[config.mk]
export PLATFORM = sky130hd
export DESIGN_NAME = instr_fetch
export DESIGN_NICKNAME = d
export VERILOG_FILES = /design/src/rtl/instr_fetch_pkg.sv /design/src/rtl/instr_fetch.sv
export SDC_FILE = /design/constraint.sdc
export NUM_CORES = 1
export LEC_CHECK = 0
export ABC_AREA = 0
export BUFFER_PORTS_ARGS = -buffer_cell sky130_fd_sc_hd__buf_2
export CORE_MARGIN = 5
export CORE_UTILIZATION = 50
export CTS_BUF_LIST = sky130_fd_sc_hd__clkbuf_8
export DETAILED_ROUTE_END_ITERATION = 8
export GPL_TIMING_DRIVEN = 0
export PLACE_DENSITY_LB_ADDON = 0.12
export RECOVER_POWER = 25
export SYNTH_ARGS = -nofsm -noshare
export SYNTH_HDL_FRONTEND = slang
export SYNTH_SLANG_ARGS = --single-unit
[constraint.sdc]
create_clock -name clk -period 6.1 [get_ports clk]
set_clock_uncertainty 0.05 [all_clocks]
set_input_delay 1.22 -clock clk [delete_from_list [all_inputs] [get_ports clk]]
set_output_delay 1.22 -clock clk [all_outputs]
set_load 0.02 [all_outputs]
[src/rtl/instr_fetch_pkg.sv]
// Shared definitions for the instruction fetch unit: FSM state encoding,
// datapath widths and a small address alignment helper.
package instr_fetch_pkg;

    localparam int ADDR_W  = 32;
    localparam int INSTR_W = 32;
    localparam int CNT_W   = 7;

    // IDLE: one cycle after reset, FETCH: normal operation,
    // DROP: waiting out a request whose result is no longer wanted.
    typedef enum logic [1:0] {
        ST_IDLE  = 2'd0,
        ST_FETCH = 2'd1,
        ST_DROP  = 2'd2
    } fetch_state_t;

    // Force an address onto a 4-byte boundary.
    function automatic logic [ADDR_W-1:0] word_align(input logic [ADDR_W-1:0] addr);
        return {addr[ADDR_W-1:2], 2'b00};
    endfunction

endpackage

[src/rtl/instr_fetch.sv]
// Instruction fetch unit: issues word-aligned fetches to instruction memory,
// delivers one instruction per cycle into a registered output stage, and
// handles stalls and branch/jump redirects (flushing wrong-path fetches).
//
// Handshakes:
//   imem_req/imem_ack : imem_req stays high with a stable imem_addr until a
//                       one-cycle imem_ack arrives; imem_rdata is valid with ack.
//   out_valid/stall   : an instruction transfers downstream on every cycle with
//                       out_valid=1 and stall=0; while stalled the output stage
//                       holds and no new request is issued.
//
// Optional build macro IFETCH_STALL_CNT_EN adds a saturating stall_cycles
// counter output.
module instr_fetch
    import instr_fetch_pkg::*;
#(
    parameter logic [31:0] RESET_PC = 32'h0000_0000
) (
    input  logic                clk,
    input  logic                rst,
    output logic                imem_req,
    output logic [ADDR_W-1:0]   imem_addr,
    input  logic                imem_ack,
    input  logic [INSTR_W-1:0]  imem_rdata,
    input  logic                stall,
    input  logic                redirect,
    input  logic [ADDR_W-1:0]   redirect_pc,
    output logic                out_valid,
    output logic [ADDR_W-1:0]   out_pc,
    output logic [INSTR_W-1:0]  out_instr,
`ifdef IFETCH_STALL_CNT_EN
    output logic [15:0]         stall_cycles,
`endif
    output logic [CNT_W-1:0]    out_total
);

    fetch_state_t        state;
    logic [ADDR_W-1:0]   pc;
    logic [ADDR_W-1:0]   drop_addr;
    logic [CNT_W-1:0]    count;

    // Running count is the same value that out_total reports.
    assign out_total = count;

    // Memory request: suppressed while the output stage is held by a stall;
    // in DROP the abandoned request must be completed at its original address.
    always_comb begin
        imem_req  = 1'b0;
        imem_addr = pc;
        case (state)
            ST_FETCH: begin
                imem_req  = !out_valid || !stall;
                imem_addr = pc;
            end
            ST_DROP: begin
                imem_req  = 1'b1;
                imem_addr = drop_addr;
            end
            default: begin
                imem_req  = 1'b0;
                imem_addr = pc;
            end
        endcase
    end

    // Fetch FSM together with the pc, count and registered output stage.
    always_ff @(posedge clk) begin
        if (rst) begin
            state     <= ST_IDLE;
            pc        <= RESET_PC;
            count     <= '0;
            out_valid <= 1'b0;
            out_pc    <= '0;
            out_instr <= '0;
            drop_addr <= '0;
        end else begin
            case (state)
                ST_IDLE: begin
                    state <= ST_FETCH;
                    if (redirect) begin
                        out_valid <= 1'b0;
                        pc        <= word_align(redirect_pc);
                    end
                end

                ST_FETCH: begin
                    if (redirect) begin
                        // Flush; a request still in flight must be drained in DROP.
                        out_valid <= 1'b0;
                        pc        <= word_align(redirect_pc);
                        if (imem_req && !imem_ack) begin
                            state     <= ST_DROP;
                            drop_addr <= pc;
                        end
                    end else if (imem_req && imem_ack) begin
                        out_instr <= imem_rdata;
                        out_pc    <= pc + 32'd4;
                        count     <= count + 7'd1;
                        out_valid <= 1'b1;
                        pc        <= pc + 32'd4;
                    end else if (out_valid && !stall) begin
                        out_valid <= 1'b0;
                    end
                end

                ST_DROP: begin
                    if (redirect) begin
                        out_valid <= 1'b0;
                        pc        <= word_align(redirect_pc);
                    end
                    // The late response is discarded; resume at the current pc.
                    if (imem_ack) begin
                        state <= ST_FETCH;
                    end
                end

                default: begin
                    state <= ST_IDLE;
                end
            endcase
        end
    end

`ifdef IFETCH_STALL_CNT_EN
    // Saturating count of cycles where a valid instruction is held by stall.
    always_ff @(posedge clk) begin
        if (rst) begin
            stall_cycles <= '0;
        end else if (out_valid && stall && (stall_cycles != 16'hFFFF)) begin
            stall_cycles <= stall_cycles + 16'd1;
        end
    end
`endif

endmodule

==> flow_summary.yaml, run 1 <==
worst_setup_path:
  arrival_ns: 2.93
  slowest_delay_ns: 0.57
  r2r_setup_slack_ns: 2.74
  crit_type: "reg2out"
  cpMaxStageDelayCell: "clkbuf_1"
  worstPathCellList: "inv_1, ha_1, clkbuf_1, clkbuf_1, clkbuf_1, mux2_2, buf_2"
  required_ns: 4.83
  cp_max_fo: 10
  worstSetupEndpointType: "output pin"
  worstRegToRegCells: 8
  cp_common_cell: "clkbuf_1"
  critPathLaunchType: "register"
yosys:
  synth_xor_area_frac: 0.04409
  yosysWarnings: 0
  synth_fa_ha_area_frac: 0.01181
  synthMuxAreaShare: 0.09291
  synth-seq-cells: 132
  yosys.area.top_type: "dfxtp_1"
  netlist.area_leader.share: 0.4157
  synth_simple_gate_area_share: 0.1953
  synth_cells: 788
  seq_area_frac_synth: 0.4157
  synthTopCellsByCount: "132 x dfxtp_1, 120 x nand2_1, 92 x a21oi_1, 67 x nor2_1, 59 x clkbuf_1"
  synth_area_leaders: "dfxtp_1 42%, a21oi_1 7.2%, nand2_1 7.1%, mux2i_1 5.0%, mux2_2 4.3%"
  yosysMostFrequentCell: "dfxtp_1"
  syn-cell-area_um2: 6356
  synth_cell_types: 52
  synth_ff_type: "dfxtp_1"
  ys_async_sr_fraction: 0
  avgSynthCellArea_um2: 8.066
  synth_top_family_by_area: "simple AND/OR/NAND/NOR gates"
  synth_edf_count: 0
  synth_compound_area_frac: 0.1809
grt:
  grt_pass1_wl_um: 30100
  grt_start_max_net_pins: 17
  grt-ovfl-total: 0
  grt_pass1_vias: 5652
  track_usage: 0.2586
  antenna_found_initial: 0
placement:
  dpl.hpwl_um: 14030
  dp_slack_ns: 2.373
  gp_congestion: 0.9251
  numPortBuffers: 167
power_and_ir_drop:
  pwr-share-clk: 0.327
  power.density_nw_per_um2: 264.0
  power_leakage_nw: 2.929
  swShare: 0.3145
  ir_drop_mv: 0.1371
  p_sw_uw: 638.4
  intPower_mw: 1.392
  power_frac_seq: 0.461
  p_comb_frac: 0.212
cts:
  cts_made_buffers: 17
  cts_resized: 0
  holdBufCountCts: 0
  root_buffer: "clkbuf_8"
  clockBufferDepth: 2
  cts_setup_buffers: 0
  cts_tree: "done"
  clk_pin_slew_worst_paths_ns: 0.07
  cts_sinks: 132
  clk_latency_ns: 0.45
  htree_levels: 4
worst_hold_path:
  min_path_type: "reg2reg"
  whs_path_depth: 2
status:
  status: "finished clean"
floorplanning:
  io_pins: 174
  rows: 41
  die_h_um: 122.8
  core_area_um2: 12520
  die_area_um2: 15070
  die_x_um: 122.8
  initial_core_util: 0.5078
timing:
  min_period_over_period: 0.6885
  finalHoldViolCount: 0
  rsz0062_at_grt: "false"
  fin_ws_ns: 1.900
  slew_viol_final: 0
  slew_headroom: 0.1220
  fin_crit_ns: 4.200
  tightest_slew_ns: 1.305
  finalSetupTns_ns: 0
  setup_viol: 0
  fmax_mhz: 238.1
cells_and_area:
  final_nets: 1052
  diodes: 0
  drive_gt1_frac: 0.1803
  areaGrowthSynthToFinish_pct: 20.96
  n_fill_cell: 1241
  multiInputGateArea_um2: 3352
  seq_area_um2: 2643
route:
  routed_wl_um: 19790
  viasPerCell: 5.528
  routed-via-count: 6407
  firstDrtPassIters: 7
  drc: 0
  drtAntennaViolNets: 0
  drtIter0Drc: 577
  wl_per_cell_um: 17.07
run:
  drv_cap: 0
-- power by group through the flow --
stage          clock [mW]  sequential, mW  combinational, mW
2_1_floorplan           0           0.962              0.271
3_3_place_gp            0           0.952              0.425
3_5_place_dp            0           0.953              0.426
4_1_cts             0.674           0.934              0.429
5_1_grt             0.712           0.940              0.465
6_report            0.663           0.936              0.431
-- cell usage in the layout, fill, tap and decap left out, drive strengths merged, types with 5 or more instances in the layout --
cell type  count
mux2i         32
buf          129
clkinv         5
o32ai          6
a21oi         92
and4           6
a211oi         6
nor2          67
xor2          14
o41ai          5
nor3          17
nand2        120
clkbuf       137
dfxtp        132
nor4           6
nand3         16
xnor2         18
a31oi          7
nand4         13
o21ai         52
and2           8
mux2          24
ha             6
inv           15
-- layer usage --
metal  track usage  routed length [um]  up-vias
met1        0.3469                8637     2957
met2        0.4035                9119      283
met5       0.02083                   0        -
li1              -                   -     3126
met4        0.1043                 466        0
met3       0.05484                1565       41
-- sequential cells by signal (all words and copies together) (netlist names) --
name / flops
out_pc: 30
out_total: 7
out_valid: 1
drop_addr: 30
pc: 30
state: 2
out_instr: 32
-- kinds of logic (layout without fill, tap and decap cells) --
| group | count (synthesis) | count (layout) |
|---|---|---|
| AOI/OAI and AO/OA | 197 | 197 |
| xor gates and xnor gates | 32 | 32 |
| adders and majority gates | 6 | 6 |
| buffers and inverters | 91 | 287 |
| DFF | 132 | 132 |
| muxes | 56 | 56 |
| other | 1 | 4 |
| and+or+nand+nor | 273 | 273 |
-- final timing paths --
path                                                   end                       start
worst max-delay path                         imem_addr[25]       state[0]$_SDFFE_PP0P_
worst min-delay path            out_instr[17]$_SDFFE_PP0P_  out_instr[17]$_SDFFE_PP0P_
worst max register to register         pc[22]$_SDFFE_PP0P_          pc[2]$_SDFFE_PP0P_
worst min register to register  out_instr[17]$_SDFFE_PP0P_  out_instr[17]$_SDFFE_PP0P_
-- per-stage QoR --
stage | total power, mW | area, um2 | hold WS [ns] | util | std cells
after floorplan | 1.232 | 6367 | 0.4044 | - | 791
after global placement | 1.378 | 7418 | 0.3893 | 0.5927 | 1130
after detailed placement | 1.379 | 7418 | 0.3940 | 0.5927 | 1130
after CTS | 2.036 | 7760 | 0.4034 | 0.6200 | 1159
after global routing | 2.118 | 7689 | 0.4291 | 0.6143 | 1159
final | 2.030 | 7689 | 0.4034 | 0.6143 | 1159
-- critical path, delay by kind of cell, from the launching register on --
| kind | cells | cell delay [ns] |
|---|---|---|
| adder cells (fa/ha/maj) | 1 | 0.15 |
| flip-flops | 1 | 0.33 |
| buffers and inverters | 5 | 1.57 |
| multiplexers | 1 | 0.42 |
-- area by class of cell --
| type | instances | area share |
|---|---|---|
| multi-input cells | 568 | 0.4360 |
| flip-flops and latches | 132 | 0.3437 |
| repair buffers | 167 | 0.09943 |
| plain buffers | 79 | 0.04264 |
| clock buffers | 20 | 0.03580 |
| well taps | 172 | 0.02799 |
| clock inverters | 9 | 0.008625 |
| inverters | 12 | 0.005858 |
(Power assumes the default switching activity.)
==> run 2: changes to the inputs <==
==> constraint.sdc (replaced) <==
create_clock -name clk -period 4.1 [get_ports clk]
set_clock_uncertainty 0.05 [all_clocks]
set_input_delay 0.82 -clock clk [delete_from_list [all_inputs] [get_ports clk]]
set_output_delay 0.82 -clock clk [all_outputs]
set_load 0.02 [all_outputs]
==> run 2 against run 1 <==
  * Routed wire length unchanged
  * Design area about the same
  * Global-route usage stayed put
  * Cell count did not move
  * Critical endpoint unchanged
  * Largest cell class unchanged
==> flow_summary.yaml, run 2 (synthesized netlist as in run 1, its figures left out) <==
status:
  status: "finished clean"
worst_setup_path:
  worstRegToRegCells: 8
  arrival_ns: 2.93
  crit_type: "reg2out"
  critPathLaunchType: "register"
  r2r-start: "pc[2]$_SDFFE_PP0P_"
  r2r-end: "pc[22]$_SDFFE_PP0P_"
  worstSetupEndpointType: "output pin"
  r2r_setup_slack_ns: 0.75
  required_ns: 3.23
  cp_max_fo: 10
  setup.worst_path.start: "state[0]$_SDFFE_PP0P_"
route:
  firstDrtPassIters: 7
  drtAntennaViolNets: 0
  viasPerCell: 5.531
  wl_met1_um: 8614
  wl_per_cell_um: 17.07
  dr_wl_met3_um: 1590
  routed.top_layer: "met4"
  drc: 0
  routed_wl_um: 19790
  drtIter0Drc: 577
  wl_met2_um: 9117
  routed-via-count: 6410
run:
  drv_cap: 0
grt:
  track_usage: 0.2586
  grt-ovfl-total: 0
  antenna_found_initial: 0
  grt_pass1_wl_um: 30100
  grt_start_max_net_pins: 17
  grt_pass1_vias: 5652
power_and_ir_drop:
  power.density_nw_per_um2: 392.9
  ir_drop_mv: 0.2044
  power_leakage_nw: 2.925
cells_and_area:
  final_nets: 1052
  fin_cells: 1159
  final_common_cell: "dfxtp_1"
  top_register: "out_instr"
  finalInstanceArea_um2: 7687
  n_fill_cell: 1242
  areaGrowthSynthToFinish_pct: 20.94
  drive_gt1_frac: 0.1793
  largest_reg_flops: 32
  final_cell_mix: "132 x dfxtp_1, 120 x nand2_1, 118 x buf_2"
  diodes: 0
timing:
  fin_ws_ns: 0.3008
  setup_viol: 0
  fmax_mhz: 263.2
  rsz0062_at_grt: "false"
  slew_headroom: 0.1232
  slew_viol_final: 0
  min_period_over_period: 0.9266
  finalHoldViolCount: 0
  finalSetupTns_ns: 0
  tightest_slew_ns: 1.303
  fin_crit_ns: 3.799
placement:
  gp_congestion: 0.9251
  numPortBuffers: 167
  dp_slack_ns: 0.7735
  placedCellCount: 1130
  dpl.hpwl_um: 14030
  placedInstanceArea_um2: 7418
cts:
  cts_tree: "done"
  clk_latency_ns: 0.45
  root_buffer: "clkbuf_8"
  cts_sinks: 132
  cts_made_buffers: 17
  clk_pin_slew_worst_paths_ns: 0.07
  cts_setup_buffers: 0
  holdBufCountCts: 0
  clockBufferDepth: 2
  cts_resized: 0
  htree_levels: 4
floorplanning:
  initial_core_util: 0.5078
  die_x_um: 122.8
  core_area_um2: 12520
  die_area_um2: 15070
  io_pins: 174
  rows: 41
  die_h_um: 122.8
worst_hold_path:
  min-delay-start: "out_instr[17]$_SDFFE_PP0P_"
  hold-path-endpoint: "out_instr[17]$_SDFFE_PP0P_"
  whs_path_depth: 2
  min_path_type: "reg2reg"
[run 2: cell type report]
cell class	count	area (um2)	share of cell area
plain buffers	79	327.8	0.04264
clock buffers	20	275.3	0.03581
clock inverters	9	66.31	0.008626
inverters	12	45.04	0.005859
multi-input cells	568	3352	0.4360
flip-flops and latches	132	2643	0.3437
well taps	172	215.2	0.02799
repair buffers	167	763.2	0.09928
[run 2: power by group]
group | switching [mW] | internal, mW | leakage [nW]
Sequential | 0.0479 | 1.34 | 1.07
Combinational | 0.419 | 0.222 | 1.66
Clock | 0.483 | 0.504 | 0.193
Total | 0.950 | 2.07 | 2.92
[run 2: worst max-delay path: stages (launching register included)]
cell and delay, ns:
dfxtp_1 0.33, inv_1 0.10, ha_1 0.15, clkbuf_1 0.25
clkbuf_1 0.49, clkbuf_1 0.57, mux2_2 0.42, buf_2 0.16
[run 2: per-stage QoR]
| stage | hold WS [ns] | utilization | total power, mW |
|---|---|---|---|
| 2_1_floorplan | 0.4044 | - | 1.834 |
| 3_3_place_gp | 0.3893 | 0.5927 | 2.050 |
| 3_5_place_dp | 0.3940 | 0.5927 | 2.052 |
| 4_1_cts | 0.4034 | 0.6200 | 3.030 |
| 5_1_grt | 0.4291 | 0.6142 | 3.150 |
| 6_report | 0.4034 | 0.6142 | 3.021 |
[run 2: layer usage]
layer  up-vias  GRT usage
li1       3126          -
met4         0     0.1043
met3        41    0.05484
met2       287     0.4035
met5         -    0.02083
met1      2956     0.3469
[run 2: worst max path at each step]
| stage | to | slack, ns |
|---|---|---|
| 5_1_grt | imem_addr[28] | 0.12 |
| 2_1_floorplan | imem_addr[24] | 1.39 |
| 6_report | imem_addr[25] | 0.30 |
| 3_3_place_gp | imem_addr[25] | 0.76 |
| 4_1_cts | imem_addr[25] | 0.26 |
| 3_5_place_dp | imem_addr[25] | 0.77 |
==> run 3: changes to the inputs <==
--- a/config.mk
+++ b/config.mk
@@ -6,14 +6,15 @@
 export NUM_CORES = 1
 export LEC_CHECK = 0
 export ABC_AREA = 0
-export BUFFER_PORTS_ARGS = -buffer_cell sky130_fd_sc_hd__buf_2
 export CORE_MARGIN = 5
 export CORE_UTILIZATION = 50
 export CTS_BUF_LIST = sky130_fd_sc_hd__clkbuf_8
 export DETAILED_ROUTE_END_ITERATION = 8
+export DONT_BUFFER_PORTS = 1
 export GPL_TIMING_DRIVEN = 0
 export PLACE_DENSITY_LB_ADDON = 0.12
 export RECOVER_POWER = 25
+export SLEW_MARGIN = 20
 export SYNTH_ARGS = -nofsm -noshare
 export SYNTH_HDL_FRONTEND = slang
 export SYNTH_SLANG_ARGS = --single-unit
==> constraint.sdc (replaced) <==
create_clock -name clk -period 3.9 [get_ports clk]
set_clock_uncertainty 0.05 [all_clocks]
set_input_delay 0.78 -clock clk [delete_from_list [all_inputs] [get_ports clk]]
set_output_delay 0.78 -clock clk [all_outputs]
set_load 0.02 [all_outputs]
==> run 3 against run 2 <==
  * Worst hold slack barely moved
  * Combinational power fell by 12%
  * Non-clock buffer count decreased by 167
  * Critical endpoint is now imem_addr[26]
  * Clock power up 21%
  * Via count is 8.5% lower
  * Design area fell by 8.7%
  * Global-route usage down 0.051 points
  * Sequential share of layout area increased by 3.3 points
  * Power grew 7.5%
==> flow_summary.yaml, run 3 (synthesized netlist as in run 1, its figures left out) <==
cts:
  cts_resized: 0
  clk_pin_slew_worst_paths_ns: 0.08
  clk_latency_ns: 0.46
  holdBufCountCts: 0
  cts_sinks: 132
  clockBufferDepth: 2
  root_buffer: "clkbuf_8"
  htree_levels: 4
  cts_tree: "done"
  cts_setup_buffers: 0
  cts_made_buffers: 17
cells_and_area:
  finalInstanceArea_um2: 7015
  largest_reg_flops: 32
  final_nets: 885
  drive_gt1_frac: 0.09246
  n_fill_cell: 1252
  final_common_cell: "dfxtp_1"
  final_cell_mix: "132 x dfxtp_1, 120 x nand2_1, 92 x a21oi_1"
  areaGrowthSynthToFinish_pct: 10.37
  top_register: "out_instr"
  fin_cells: 997
power_and_ir_drop:
  p_sw_mw: 1.014
  swShare: 0.3123
  intPower_mw: 2.232
  power_frac_seq: 0.460
  ir_drop_mv: 0.3479
  pwr-share-clk: 0.365
  power.density_nw_per_um2: 462.7
  p_comb_frac: 0.175
  power_leakage_nw: 2.375
grt:
  grt_pass1_vias: 5571
  grt-ovfl-total: 0
  grt_pass1_wl_um: 29880
  antenna_found_initial: 4
  grt_start_max_net_pins: 17
  track_usage: 0.2581
run:
  drv_cap: 0
route:
  drtIter0Drc: 620
  wl_met1_um: 7932
  firstDrtPassIters: 7
  wl_met2_um: 9086
  routed_wl_um: 19600
  wl_per_cell_um: 19.66
  dr_wl_met3_um: 1996
  routed.top_layer: "met5"
  drc: 0
  routed-via-count: 5866
  drtAntennaViolNets: 0
  viasPerCell: 5.884
worst_setup_path:
  cp_common_cell: "clkbuf_1"
  crit_type: "reg2out"
  worstSetupEndpointType: "output pin"
  critPathLaunchType: "register"
  r2r-start: "pc[2]$_SDFFE_PP0P_"
  cpMaxStageDelayCell: "clkbuf_1"
  worstPathCellList: "inv_1, ha_1, clkbuf_1, clkbuf_1, clkbuf_1, mux2_2"
  required_ns: 3.07
  setup.worst_path.start: "state[0]$_SDFFE_PP0P_"
  arrival_ns: 2.88
  slowest_delay_ns: 0.59
  cp_max_fo: 10
timing:
  slew_headroom: 0.3707
  tightest_slew_ns: 0.9440
  hold_ws_ns: 0.4033
  slew_viol_final: 0
  rsz0062_at_grt: "false"
  setup_viol: 0
  min_period_over_period: 0.9524
  fin_crit_ns: 3.714
  fmax_mhz: 269.2
  finalSetupTns_ns: 0
  finalHoldViolCount: 0
  fin_ws_ns: 0.1855
placement:
  dpl.hpwl_um: 14210
  placedInstanceArea_um2: 6595
  numPortBuffers: 0
  dp_slack_ns: 0.6937
  gp_congestion: 0.8927
  placedCellCount: 963
floorplanning:
  io_pins: 174
  die_area_um2: 15070
  initial_core_util: 0.5078
  rows: 41
  core_area_um2: 12520
  die_x_um: 122.8
  die_h_um: 122.8
worst_hold_path:
  min_path_type: "in2reg"
  min-delay-start: "imem_rdata[19]"
status:
  status: "finished clean"
-- run 3: changes by cell type in the layout (fill, tap and decap cells not counted), sizes merged --
cell | before | now
buf | 128 | 19
clkbuf | 138 | 78
clkinvlp | 0 | 5
diode | 0 | 3
inv | 15 | 12
bufinv | 1 | 3
-- run 3: worst paths after layout --
| path | to | slack [ns] | cells past startpoint |
|---|---|---|---|
| max | imem_addr[26] | 0.19 | 6 |
| min | out_instr[19]$_SDFFE_PP0P_ | 0.40 | 2 |
| max reg2reg | out_pc[30]$_SDFFE_PP0P_ | 0.75 | 8 |
| min reg2reg | drop_addr[16]$_SDFFE_PP0P_ | 0.45 | 2 |
-- run 3: cell type report --
type,instances,area [um2],share of cell area
tap,172,215.2,0.03068
multi-input combinational,568,3369,0.4803
sequential,132,2643,0.3767
buffer,79,327.8,0.04673
inverter,12,45.04,0.006421
antenna,3,7.507,0.001070
clock inverter,13,160.2,0.02283
clock buffer,18,247.7,0.03531
-- run 3: worst max-delay path, delay by kind of cell (launching register included) --
| family | cells | cell delay [ns] |
|---|---|---|
| fa+ha+maj | 1 | 0.15 |
| buf+inv | 4 | 1.44 |
| flops | 1 | 0.34 |
| mux | 1 | 0.48 |
-- run 3: power by group through the flow --
stage               Combinational, mW  Clock (mW)  Sequential [mW]
floorplan                       0.423           0             1.50
global placement                0.542           0             1.52
detailed placement              0.556           0             1.52
CTS                             0.559        1.21             1.49
global route                    0.615        1.27             1.50
finish                          0.567        1.19             1.49
-- run 3: metal layers --
metal | GRT usage | vias to the layer above
met5 | 0 | -
met4 | 0.1148 | 2
met3 | 0.08479 | 37
met2 | 0.4069 | 267
met1 | 0.3211 | 2781
li1 | - | 2779
-- run 3: through the flow --
stage	power (mW)	utilization
2_1_floorplan	1.928	-
3_3_place_gp	2.063	0.5259
3_5_place_dp	2.079	0.5269
4_1_cts	3.259	0.5595
5_1_grt	3.386	0.5605
6_report	3.246	0.5605
